==> src/rtl/pipeline_hazard_pkg.sv <==
// Shared types and constants for the pipeline hazard controller.
// Contents:
//   state_e  - controller state (run, multi-cycle load-use stall, multi-cycle flush)
//   NopInstr - instruction word the IF/ID register takes when flushed
package pipeline_hazard_pkg;

  typedef enum logic [1:0] {
    StRun       = 2'd0,
    StLoadStall = 2'd1,
    StFlush     = 2'd2
  } state_e;

  localparam logic [31:0] NopInstr = 32'h0000_0000;

endpackage

==> src/rtl/hazard_compare.sv <==
// Load-use hazard detector for the instruction sitting in ID.
// Ports:
//   id_rs_i, id_rt_i  - source register specifiers of the ID instruction
//   id_uses_rt_i      - ID instruction actually reads rt
//   ex_rt_i           - destination rt of the instruction in EX
//   ex_mem_read_i     - EX instruction is a load
//   hz_o              - ID must wait for the load result
module hazard_compare #(
  parameter int unsigned RegAddrW = 5
) (
  input  logic [RegAddrW-1:0] id_rs_i,
  input  logic [RegAddrW-1:0] id_rt_i,
  input  logic                id_uses_rt_i,
  input  logic [RegAddrW-1:0] ex_rt_i,
  input  logic                ex_mem_read_i,
  output logic                hz_o
);

  logic rs_match;
  logic rt_match;
  logic dst_nonzero;

  always_comb begin
    rs_match    = (ex_rt_i == id_rs_i);
    rt_match    = id_uses_rt_i && (ex_rt_i == id_rt_i);
    // $zero is hard-wired, so a load into it never produces a value to wait for
    dst_nonzero = (ex_rt_i != '0);
    hz_o        = ex_mem_read_i && dst_nonzero && (rs_match || rt_match);
  end

endmodule

==> src/rtl/pipeline_hazard_ctrl.sv <==
// Hazard/stall controller beside the ID stage of the 5-stage MIPS pipeline.
// Ports:
//   clock, reset        - rising-edge clock, asynchronous active-high reset
//   idRs, idRt, idUsesRt - operands of the ID instruction
//   exRt, exMemRead     - destination and load flag of the EX instruction
//   branchTaken         - branch/jump resolved taken this cycle
//   memBusy             - memory not ready; freezes the whole pipe
//   pcWrite, ifIdWrite  - PC and IF/ID load enables
//   ifIdFlush           - IF/ID loads a NOP on the next edge
//   idExBubble          - ID/EX control signals zeroed
//   pipeFreeze          - hold ID/EX, EX/MEM, MEM/WB
//   stallCount, flushCount - saturating load-use stall / flush cycle counters
module pipeline_hazard_ctrl
  import pipeline_hazard_pkg::*;
#(
  parameter int unsigned REG_ADDR_W          = 5,
  parameter int unsigned LOAD_USE_CYCLES     = 1,
  parameter int unsigned BRANCH_FLUSH_CYCLES = 1,
  parameter int unsigned CNT_W               = 16
) (
  input  logic                  clock,
  input  logic                  reset,
  input  logic [REG_ADDR_W-1:0] idRs,
  input  logic [REG_ADDR_W-1:0] idRt,
  input  logic                  idUsesRt,
  input  logic [REG_ADDR_W-1:0] exRt,
  input  logic                  exMemRead,
  input  logic                  branchTaken,
  input  logic                  memBusy,
  output logic                  pcWrite,
  output logic                  ifIdWrite,
  output logic                  ifIdFlush,
  output logic                  idExBubble,
  output logic                  pipeFreeze,
  output logic [CNT_W-1:0]      stallCount,
  output logic [CNT_W-1:0]      flushCount
);

  localparam int unsigned MaxCycles =
      (LOAD_USE_CYCLES > BRANCH_FLUSH_CYCLES) ? LOAD_USE_CYCLES : BRANCH_FLUSH_CYCLES;
  localparam int unsigned CntStateW = (MaxCycles > 1) ? $clog2(MaxCycles) : 1;

  // The first cycle of a stall/flush is spent in StRun, so the extra-cycle
  // counter is loaded with length-2 and the last cycle is the one at zero.
  localparam logic [CntStateW-1:0] StallReload =
      CntStateW'((LOAD_USE_CYCLES > 1) ? LOAD_USE_CYCLES - 2 : 0);
  localparam logic [CntStateW-1:0] FlushReload =
      CntStateW'((BRANCH_FLUSH_CYCLES > 1) ? BRANCH_FLUSH_CYCLES - 2 : 0);

  state_e                state_q, state_d;
  logic [CntStateW-1:0]  cnt_q, cnt_d;
  logic [CNT_W-1:0]      stall_cnt_q, stall_cnt_d;
  logic [CNT_W-1:0]      flush_cnt_q, flush_cnt_d;
  logic                  stall_inc;
  logic                  flush_inc;
  logic                  hz;

  hazard_compare #(
    .RegAddrW(REG_ADDR_W)
  ) u_hazard_compare (
    .id_rs_i      (idRs),
    .id_rt_i      (idRt),
    .id_uses_rt_i (idUsesRt),
    .ex_rt_i      (exRt),
    .ex_mem_read_i(exMemRead),
    .hz_o         (hz)
  );

  always_comb begin
    pcWrite    = 1'b1;
    ifIdWrite  = 1'b1;
    ifIdFlush  = 1'b0;
    idExBubble = 1'b0;
    pipeFreeze = 1'b0;
    state_d    = state_q;
    cnt_d      = cnt_q;
    stall_inc  = 1'b0;
    flush_inc  = 1'b0;

    if (reset) begin
      pcWrite    = 1'b0;
      ifIdWrite  = 1'b0;
      idExBubble = 1'b1;
    end else if (memBusy) begin
      // Whole pipe holds; nothing advances, so no state or counter moves either
      pcWrite    = 1'b0;
      ifIdWrite  = 1'b0;
      pipeFreeze = 1'b1;
    end else begin
      case (state_q)
        StRun, StLoadStall: begin
          if (branchTaken) begin
            // ID instruction is squashed, so any pending load-use wait is moot
            ifIdFlush  = 1'b1;
            idExBubble = 1'b1;
            flush_inc  = 1'b1;
            if (BRANCH_FLUSH_CYCLES > 1) begin
              state_d = StFlush;
              cnt_d   = FlushReload;
            end else begin
              state_d = StRun;
            end
          end else if (state_q == StLoadStall) begin
            pcWrite    = 1'b0;
            ifIdWrite  = 1'b0;
            idExBubble = 1'b1;
            stall_inc  = 1'b1;
            if (cnt_q == '0) begin
              state_d = StRun;
            end else begin
              cnt_d = cnt_q - CntStateW'(1);
            end
          end else if (hz) begin
            pcWrite    = 1'b0;
            ifIdWrite  = 1'b0;
            idExBubble = 1'b1;
            stall_inc  = 1'b1;
            if (LOAD_USE_CYCLES > 1) begin
              state_d = StLoadStall;
              cnt_d   = StallReload;
            end
          end
        end
        StFlush: begin
          ifIdFlush  = 1'b1;
          idExBubble = 1'b1;
          flush_inc  = 1'b1;
          if (cnt_q == '0) begin
            state_d = StRun;
          end else begin
            cnt_d = cnt_q - CntStateW'(1);
          end
        end
        default: begin
          // Illegal encoding: behave as an idle run cycle and recover
          state_d = StRun;
        end
      endcase
    end

    stall_cnt_d = (stall_inc && (stall_cnt_q != '1)) ? stall_cnt_q + CNT_W'(1) : stall_cnt_q;
    flush_cnt_d = (flush_inc && (flush_cnt_q != '1)) ? flush_cnt_q + CNT_W'(1) : flush_cnt_q;
  end

  always_ff @(posedge clock or posedge reset) begin
    if (reset) begin
      state_q     <= StRun;
      cnt_q       <= '0;
      stall_cnt_q <= '0;
      flush_cnt_q <= '0;
    end else begin
      state_q     <= state_d;
      cnt_q       <= cnt_d;
      stall_cnt_q <= stall_cnt_d;
      flush_cnt_q <= flush_cnt_d;
    end
  end

  assign stallCount = stall_cnt_q;
  assign flushCount = flush_cnt_q;

endmodule

==> config.mk <==
export PLATFORM = sky130hd
export DESIGN_NAME = pipeline_hazard_ctrl
export DESIGN_NICKNAME = d
export VERILOG_FILES = /design/src/rtl/pipeline_hazard_pkg.sv /design/src/rtl/hazard_compare.sv /design/src/rtl/pipeline_hazard_ctrl.sv
export SDC_FILE = /design/constraint.sdc
export NUM_CORES = 1
export LEC_CHECK = 0
export CORE_UTILIZATION = 43
export CTS_BUF_LIST = sky130_fd_sc_hd__clkbuf_4 sky130_fd_sc_hd__clkbuf_8
export CTS_CLUSTER_SIZE = 10
export DETAILED_ROUTE_END_ITERATION = 10
export PLACE_DENSITY = 0.79
export SYNTH_ARGS = -nofsm -noshare
export SYNTH_HDL_FRONTEND = slang
export SYNTH_SLANG_ARGS = --single-unit
export TNS_END_PERCENT = 5
==> constraint.sdc <==
create_clock -name clock -period 1.8 [get_ports clock]
set_input_delay 0.27 -clock clock [delete_from_list [all_inputs] [get_ports clock]]
set_output_delay 0.27 -clock clock [all_outputs]
set_load 0.05 [all_outputs]
Word level (Yosys, flattened, before mapping)
Index checks and enable logic that the tools add are counted.

Input bits: 21. Output and inout port bits: 37. Register bits: 35.

Add/sub/neg operators: 3. Equality and inequality tests: 9. Muxes and demuxes: 30. Reductions and logical operators: 12. Bitwise logic cells: 2.

Operators with widths (count): $add A16 B1 Y16 const B (2); $ne A16 B16 Y1 const B (2); $mux W1 (23); $eq A5 B5 Y1 (2); $mux W2 (3); $pmux W1 S2 (3); $logic_and A1 B1 Y1 (5); $reduce_and A5 Y1 (1); $reduce_bool A5 Y1 (1); $ne A2 B2 Y1 const B (2); $pmux W2 S2 (1); $ne A3 B3 Y1 const B (1); $reduce_and A3 Y1 (1); $eq A2 B1 Y1 const B (1); $eq A2 B2 Y1 const B (1); $logic_not A2 Y1 (1); $not A1 Y1 (2); $reduce_bool A2 Y1 (1); $reduce_or A2 Y1 (1); $logic_or A1 B1 Y1 (1); $sub A1 B1 Y1 const B (1).

Logic depth before layout (Yosys ltp)
Word-level depth: 11. Mapped depth: 6. Mapped depth without buffers: 6.

Cells and area by module
A second synthesis with hierarchy kept.

Cells, all modules: 168. Area total of the unflattened synthesis: 1730.4 µm².

Modules (own cells, without submodules): pipeline_hazard_ctrl (seq. area each 800.8 µm², cells each 151, instances 1, area each 1597.8 µm²); hazard_compare (seq. area each 0.0 µm², cells each 17, instances 1, area each 132.6 µm²).

Least setup slack after synthesis
OpenSTA, ideal clock, no wires.

Kind: input-to-output. Start point: input exRt[1]. End point: output pcWrite. Buffers on the path: 1. Cell stages on the path: 5. Data required time: 1.530 ns. Arrival: 2.085 ns. Slack: -0.555 ns. Cell sequence: or4_4 o21ai_4 nor2b_1 nor2_1 buf_4.

Longest elaborated chain between the ends: 10.

Ends and longest elaborated chain: from (decl) (line pipeline_hazard_ctrl.sv:26) `input logic [REG_ADDR_W-1:0] exRt,`; $eq A5 B5 Y1 (line hazard_compare.sv:25) `rt_match = id_uses_rt_i && (ex_rt_i == id_rt_i);`; $logic_and A1 B1 Y1 (line hazard_compare.sv:25); $logic_or A1 B1 Y1 (line hazard_compare.sv:28) `hz_o = ex_mem_read_i && dst_nonzero && (rs_match || rt_match);`; $logic_and A1 B1 Y1 (*) (line hazard_compare.sv:28); $mux W1 (*) (6 in series); to (decl) (line pipeline_hazard_ctrl.sv:30) `output logic pcWrite,`.

Mark *: on every way between the ends. The rest lies on a longest branch, timed or not.

Worst setup path after layout
Start point: input exRt[1]. End point: output idExBubble.

Longest elaborated chain between the ends: 10.

Ends and longest elaborated chain: $eq A5 B5 Y1 (line hazard_compare.sv:25); $logic_and A1 B1 Y1 (line hazard_compare.sv:25); $logic_or A1 B1 Y1 (line hazard_compare.sv:28); $logic_and A1 B1 Y1 (*) (line hazard_compare.sv:28); $mux W1 (*) (line pipeline_hazard_ctrl.sv:113) `end else if (hz) begin`; $mux W1 (*) (line pipeline_hazard_ctrl.sv:103) `end else if (state_q == StLoadStall) begin`; $mux W1 (*) (line pipeline_hazard_ctrl.sv:92) `if (branchTaken) begin`; $pmux W1 S2 (*) (line pipeline_hazard_ctrl.sv:90) `case (state_q)`; $mux W1 (*) (line pipeline_hazard_ctrl.sv:84) `end else if (memBusy) begin`; $mux W1 (*) (line pipeline_hazard_ctrl.sv:80) `if (reset) begin`; to (decl) (line pipeline_hazard_ctrl.sv:33) `output logic idExBubble,`.

Marked as above.

==> metrics.log <==
INFO  metric run_status = finished clean
INFO  metric critical_path_required = ~1.5 ns
INFO  metric worst_ir_drop_vdd = 0.693 mV
INFO  metric antenna_violating_nets_post_route = 0
INFO  metric met3_global_route_usage = 0.0534
INFO  metric clkPwrFrac = 0.333
INFO  metric grt_usage = 0.212
INFO  metric sequential_area_share_after_synthesis = 0.455
INFO  metric power_frac_seq = 0.370
INFO  metric die_h = 66.0 um
INFO  metric area.growth.synth_to_final = 55.5%
INFO  metric io_pins = a little under 60
INFO  metric final_layout_size_suffix_gt1_frac = 0.387
INFO  metric routed_via_density = 5.16
INFO  metric arrival = 1.52 ns
INFO  metric place.detailed.hpwl = about 3.1 mm
INFO  metric dp_worst_setup_slack = -0.371 ns
INFO  metric ctsHtreeMaxLevel = 2
INFO  metric grt_max_degree = 33
INFO  metric timing.slew.headroom = 0.676
INFO  metric max_cap_violations = 0
INFO  metric drtPass1Iterations = 4
INFO  metric critPathMaxStageDelay = roughly 0.21 ns
INFO  metric grt_pass1_wl = a little under 7 mm
INFO  metric mapped_cell_area = 1760 um2
INFO  metric final_net_count = 283
INFO  metric core.rowCount = 22
INFO  metric cts-root-buf = sky130_fd_sc_hd__clkbuf_8
INFO  metric critical_path.endpoint_type = primary output
INFO  metric post_drt_wl_per_cell = 13.5 um
INFO  metric synth-main-ff-cell = sky130_fd_sc_hd__dfrtp_1
INFO  metric rsz0062_at_grt = yes
INFO  metric finalWorstPathRequiredPeriod = 1.79 ns
INFO  metric number_of_distinct_library_cells_after_synthesis = 35
INFO  metric met2_usage = 0.347
INFO  metric p_sw_frac = 0.318
INFO  metric clock_tree_from_tritoncts = yes
INFO  metric power-per-cell-area = 828 nW/um2
INFO  metric p_leak = between 1 and 1.5 nW
INFO  metric synth_edf_count = 0
INFO  metric clk_latency = 0.29 ns
INFO  metric clock-skew-final = 0.00731 ns
INFO  metric place.detailed.instances = 297
INFO  metric route.final.wire_length = 4.17 mm
INFO  metric via_count = about 1600
INFO  metric comb_power_share = 0.297
INFO  metric area_occupied_by_multi_input_gates = about 990 um2
INFO  metric syn_avg_cell_area = 10.3 um2
INFO  metric port_buffers = 57
INFO  metric antennaDiodeCount = 0
INFO  metric fin_cells = 309
INFO  metric timing.critical_path.fanout_max = 2
INFO  metric syn_nets = 194
INFO  metric gp_congestion = 0.782
INFO  metric final.fill_count = 292
INFO  metric seqCellArea = between 800 and 900 um2
INFO  metric die_width = 66.0 um
INFO  metric hp-class = flip-flop to flip-flop
INFO  metric post-route-util = 0.720
INFO  metric tritoncts.num_buffers = 5
INFO  metric crit_path_start = exRt[1]
INFO  metric grt_pass1_vias = 1512
INFO  metric hold-worst-slack = 0.496 ns
INFO  metric achievable-frequency = about 0.56 GHz
INFO  metric critical_path.cell_chain = clkdlybuf4s15_1, buf_6, xnor2_2, nand2_1, o22ai_2, o211ai_1, a21oi_2, buf_12
INFO  metric antenna_found_initial = 0
INFO  metric die_area = 4350 um2
INFO  metric grt_busiest_layer = met2
INFO  metric critical_path_class = input pin to primary output
INFO  metric asr_flop_ratio_synth = 1.00
INFO  metric grtUsageMet1 = 0.264
INFO  metric syn_inst = 171
INFO  metric setup_slack = 0.0114 ns
INFO  metric power_report.internal_total = 1.55 mW
INFO  metric drt_first_iter_violations = roughly 50
INFO  metric critical_path.reg2reg.startpoint = flushCount[0]
INFO  metric cts.sinks = 32
INFO  metric fin_crit_sh = 0.994
INFO  metric clock_tree.buffer_depth = 2
INFO  metric slowest_stage = sky130_fd_sc_hd__a21oi_2
INFO  metric ys_seq_elements = 32
INFO  metric timing_max_transition_violations_final = 0
INFO  metric starting_density_of_the_core = 0.463
INFO  metric synthesis.yosys.warnings = 0
INFO  metric hold_violation_count_in_the_final_report = 0
INFO  metric final_cell_area = ~2700 um2
INFO  metric remaining_overflow_grt = 0
INFO  metric worstSetupStartpointType = input pin
INFO  metric hold_path.startpoint = flushCount[15]
INFO  metric drc_violation_count_after_routing = 0
INFO  metric setup-violations-final = 0
INFO  metric cts.reportedPaths.clkPinSlew = 0.07 ns
INFO  metric net-switching-power = ~0.7 mW
INFO  metric worst_pin_slew = roughly 0.49 ns
INFO  metric place_area = 2550 um2
INFO  metric ctsHoldBuffers = 0
INFO  metric floorplan.core_area = 3800 um2
[state kept, by name (all words and copies together), names as in the netlist]
register	count
stallCount	16
flushCount	16
[repair_timing]
item | 4_1_cts | 5_1_grt
setup buffers | 4 | 0
pin swaps | 15 | 6
hold endpoints to repair | 0 | 0
gates resized for setup | 30 | 7
endpoints found under the setup margin | 6 | 14
[logic make-up after synthesis]
| group | count (synthesis) | synth area share |
|---|---|---|
| AOI/OAI and AO/OA | 8 | 0.0526 |
| xor gates and xnor gates | 39 | 0.194 |
| adders and majority gates | 2 | 0.0142 |
| buffers and inverters | 6 | 0.0192 |
| DFF | 32 | 0.455 |
| muxes | 3 | 0.0192 |
| and+or+nand+nor | 81 | 0.245 |
[per-layer routing]
layer / up-vias / part of all wire / routed length [um]
li1: 775 / - / -
met3: 7 / 0.040 / 167
met2: 35 / 0.50 / 2070
met5: - / 0 / 0
met1: 778 / 0.45 / 1870
met4: 0 / 0.014 / 59
[cells in the final DEF, fill, tap and decap left out, types with 2 or more instances in the layout]
cell,instances
sky130_fd_sc_hd__ha_1,2
sky130_fd_sc_hd__nor2b_2,2
sky130_fd_sc_hd__nor3_2,2
sky130_fd_sc_hd__xnor2_2,3
sky130_fd_sc_hd__nand4_1,14
sky130_fd_sc_hd__nor3_1,2
sky130_fd_sc_hd__nor2_2,2
sky130_fd_sc_hd__nand2_1,14
sky130_fd_sc_hd__clkbuf_8,7
sky130_fd_sc_hd__xnor2_1,33
sky130_fd_sc_hd__buf_2,3
sky130_fd_sc_hd__nand3_1,15
sky130_fd_sc_hd__clkdlybuf4s50_1,5
sky130_fd_sc_hd__buf_4,56
sky130_fd_sc_hd__mux2_2,2
sky130_fd_sc_hd__buf_12,6
sky130_fd_sc_hd__xor2_1,3
sky130_fd_sc_hd__dfrtp_1,28
sky130_fd_sc_hd__inv_1,4
sky130_fd_sc_hd__dlygate4sd2_1,9
sky130_fd_sc_hd__nand2b_1,3
sky130_fd_sc_hd__and3_1,4
sky130_fd_sc_hd__dlymetal6s2s_1,2
sky130_fd_sc_hd__nor2_1,12
sky130_fd_sc_hd__dfrtp_2,4
sky130_fd_sc_hd__clkdlybuf4s15_1,2
[worst max-delay path, delay by kind of cell]
kind	cells	cell delay (ns)
compound gates	3	0.54
xor+xnor	1	0.14
buf+inv	3	0.48
simple gates	1	0.09
[power by group through the flow]
| stage | registers, mW | logic, mW | clock network (mW) |
|---|---|---|---|
| global placement | 0.851 | 0.660 | 0 |
| detailed placement | 0.852 | 0.664 | 0 |
| global route | 0.848 | 0.715 | 0.802 |
| CTS | 0.839 | 0.671 | 0.771 |
| floorplan | 1.07 | 0.165 | 0 |
| finish | 0.839 | 0.673 | 0.754 |
[through the flow]
stage               total power, mW  TNS, ns
floorplan                      1.24   -0.430
global placement               1.51    -4.88
detailed placement             1.52    -6.09
CTS                            2.28  -0.0145
global route                   2.36   -0.291
finish                         2.27        0
[Yosys cell counts (2+ instances only)]
cell                       number  area share
sky130_fd_sc_hd__nand3_1       15       0.043
sky130_fd_sc_hd__nand2b_1       3       0.011
sky130_fd_sc_hd__ha_1           2       0.014
sky130_fd_sc_hd__mux2_2         2       0.013
sky130_fd_sc_hd__nor2_1        13       0.028
sky130_fd_sc_hd__nand4_1       14       0.050
sky130_fd_sc_hd__nand2_1       14       0.030
sky130_fd_sc_hd__nor2_2         2      0.0071
sky130_fd_sc_hd__nor3_1         4       0.011
sky130_fd_sc_hd__and3_1         4       0.014
sky130_fd_sc_hd__xnor2_1       36        0.18
sky130_fd_sc_hd__nor2b_1        3       0.011
sky130_fd_sc_hd__xor2_1         3       0.015
sky130_fd_sc_hd__dfrtp_1       32        0.46
sky130_fd_sc_hd__inv_1          4      0.0085
[worst paths after layout]
check                                 endpoint  cells after the start  slack, ns
worst max-delay path                idExBubble                      8       0.01
worst min-delay path            flushCount[15]                      1       0.50
worst max register to register  flushCount[12]                      6       0.09
worst min register to register  flushCount[15]                      1       0.50
max in group asynchronous        flushCount[1]                      4       0.89
min in group asynchronous       stallCount[15]                      4       0.58
[layout make-up]
cell class,count,area share
inverters,4,0.00549
repair buffers,84,0.271
multi-input cells,133,0.361
well taps,48,0.0219
clock buffers,7,0.0352
flip-flops and latches,32,0.294
clock inverters,1,0.0110
No activity file was read; power rests on OpenSTA's default activity.
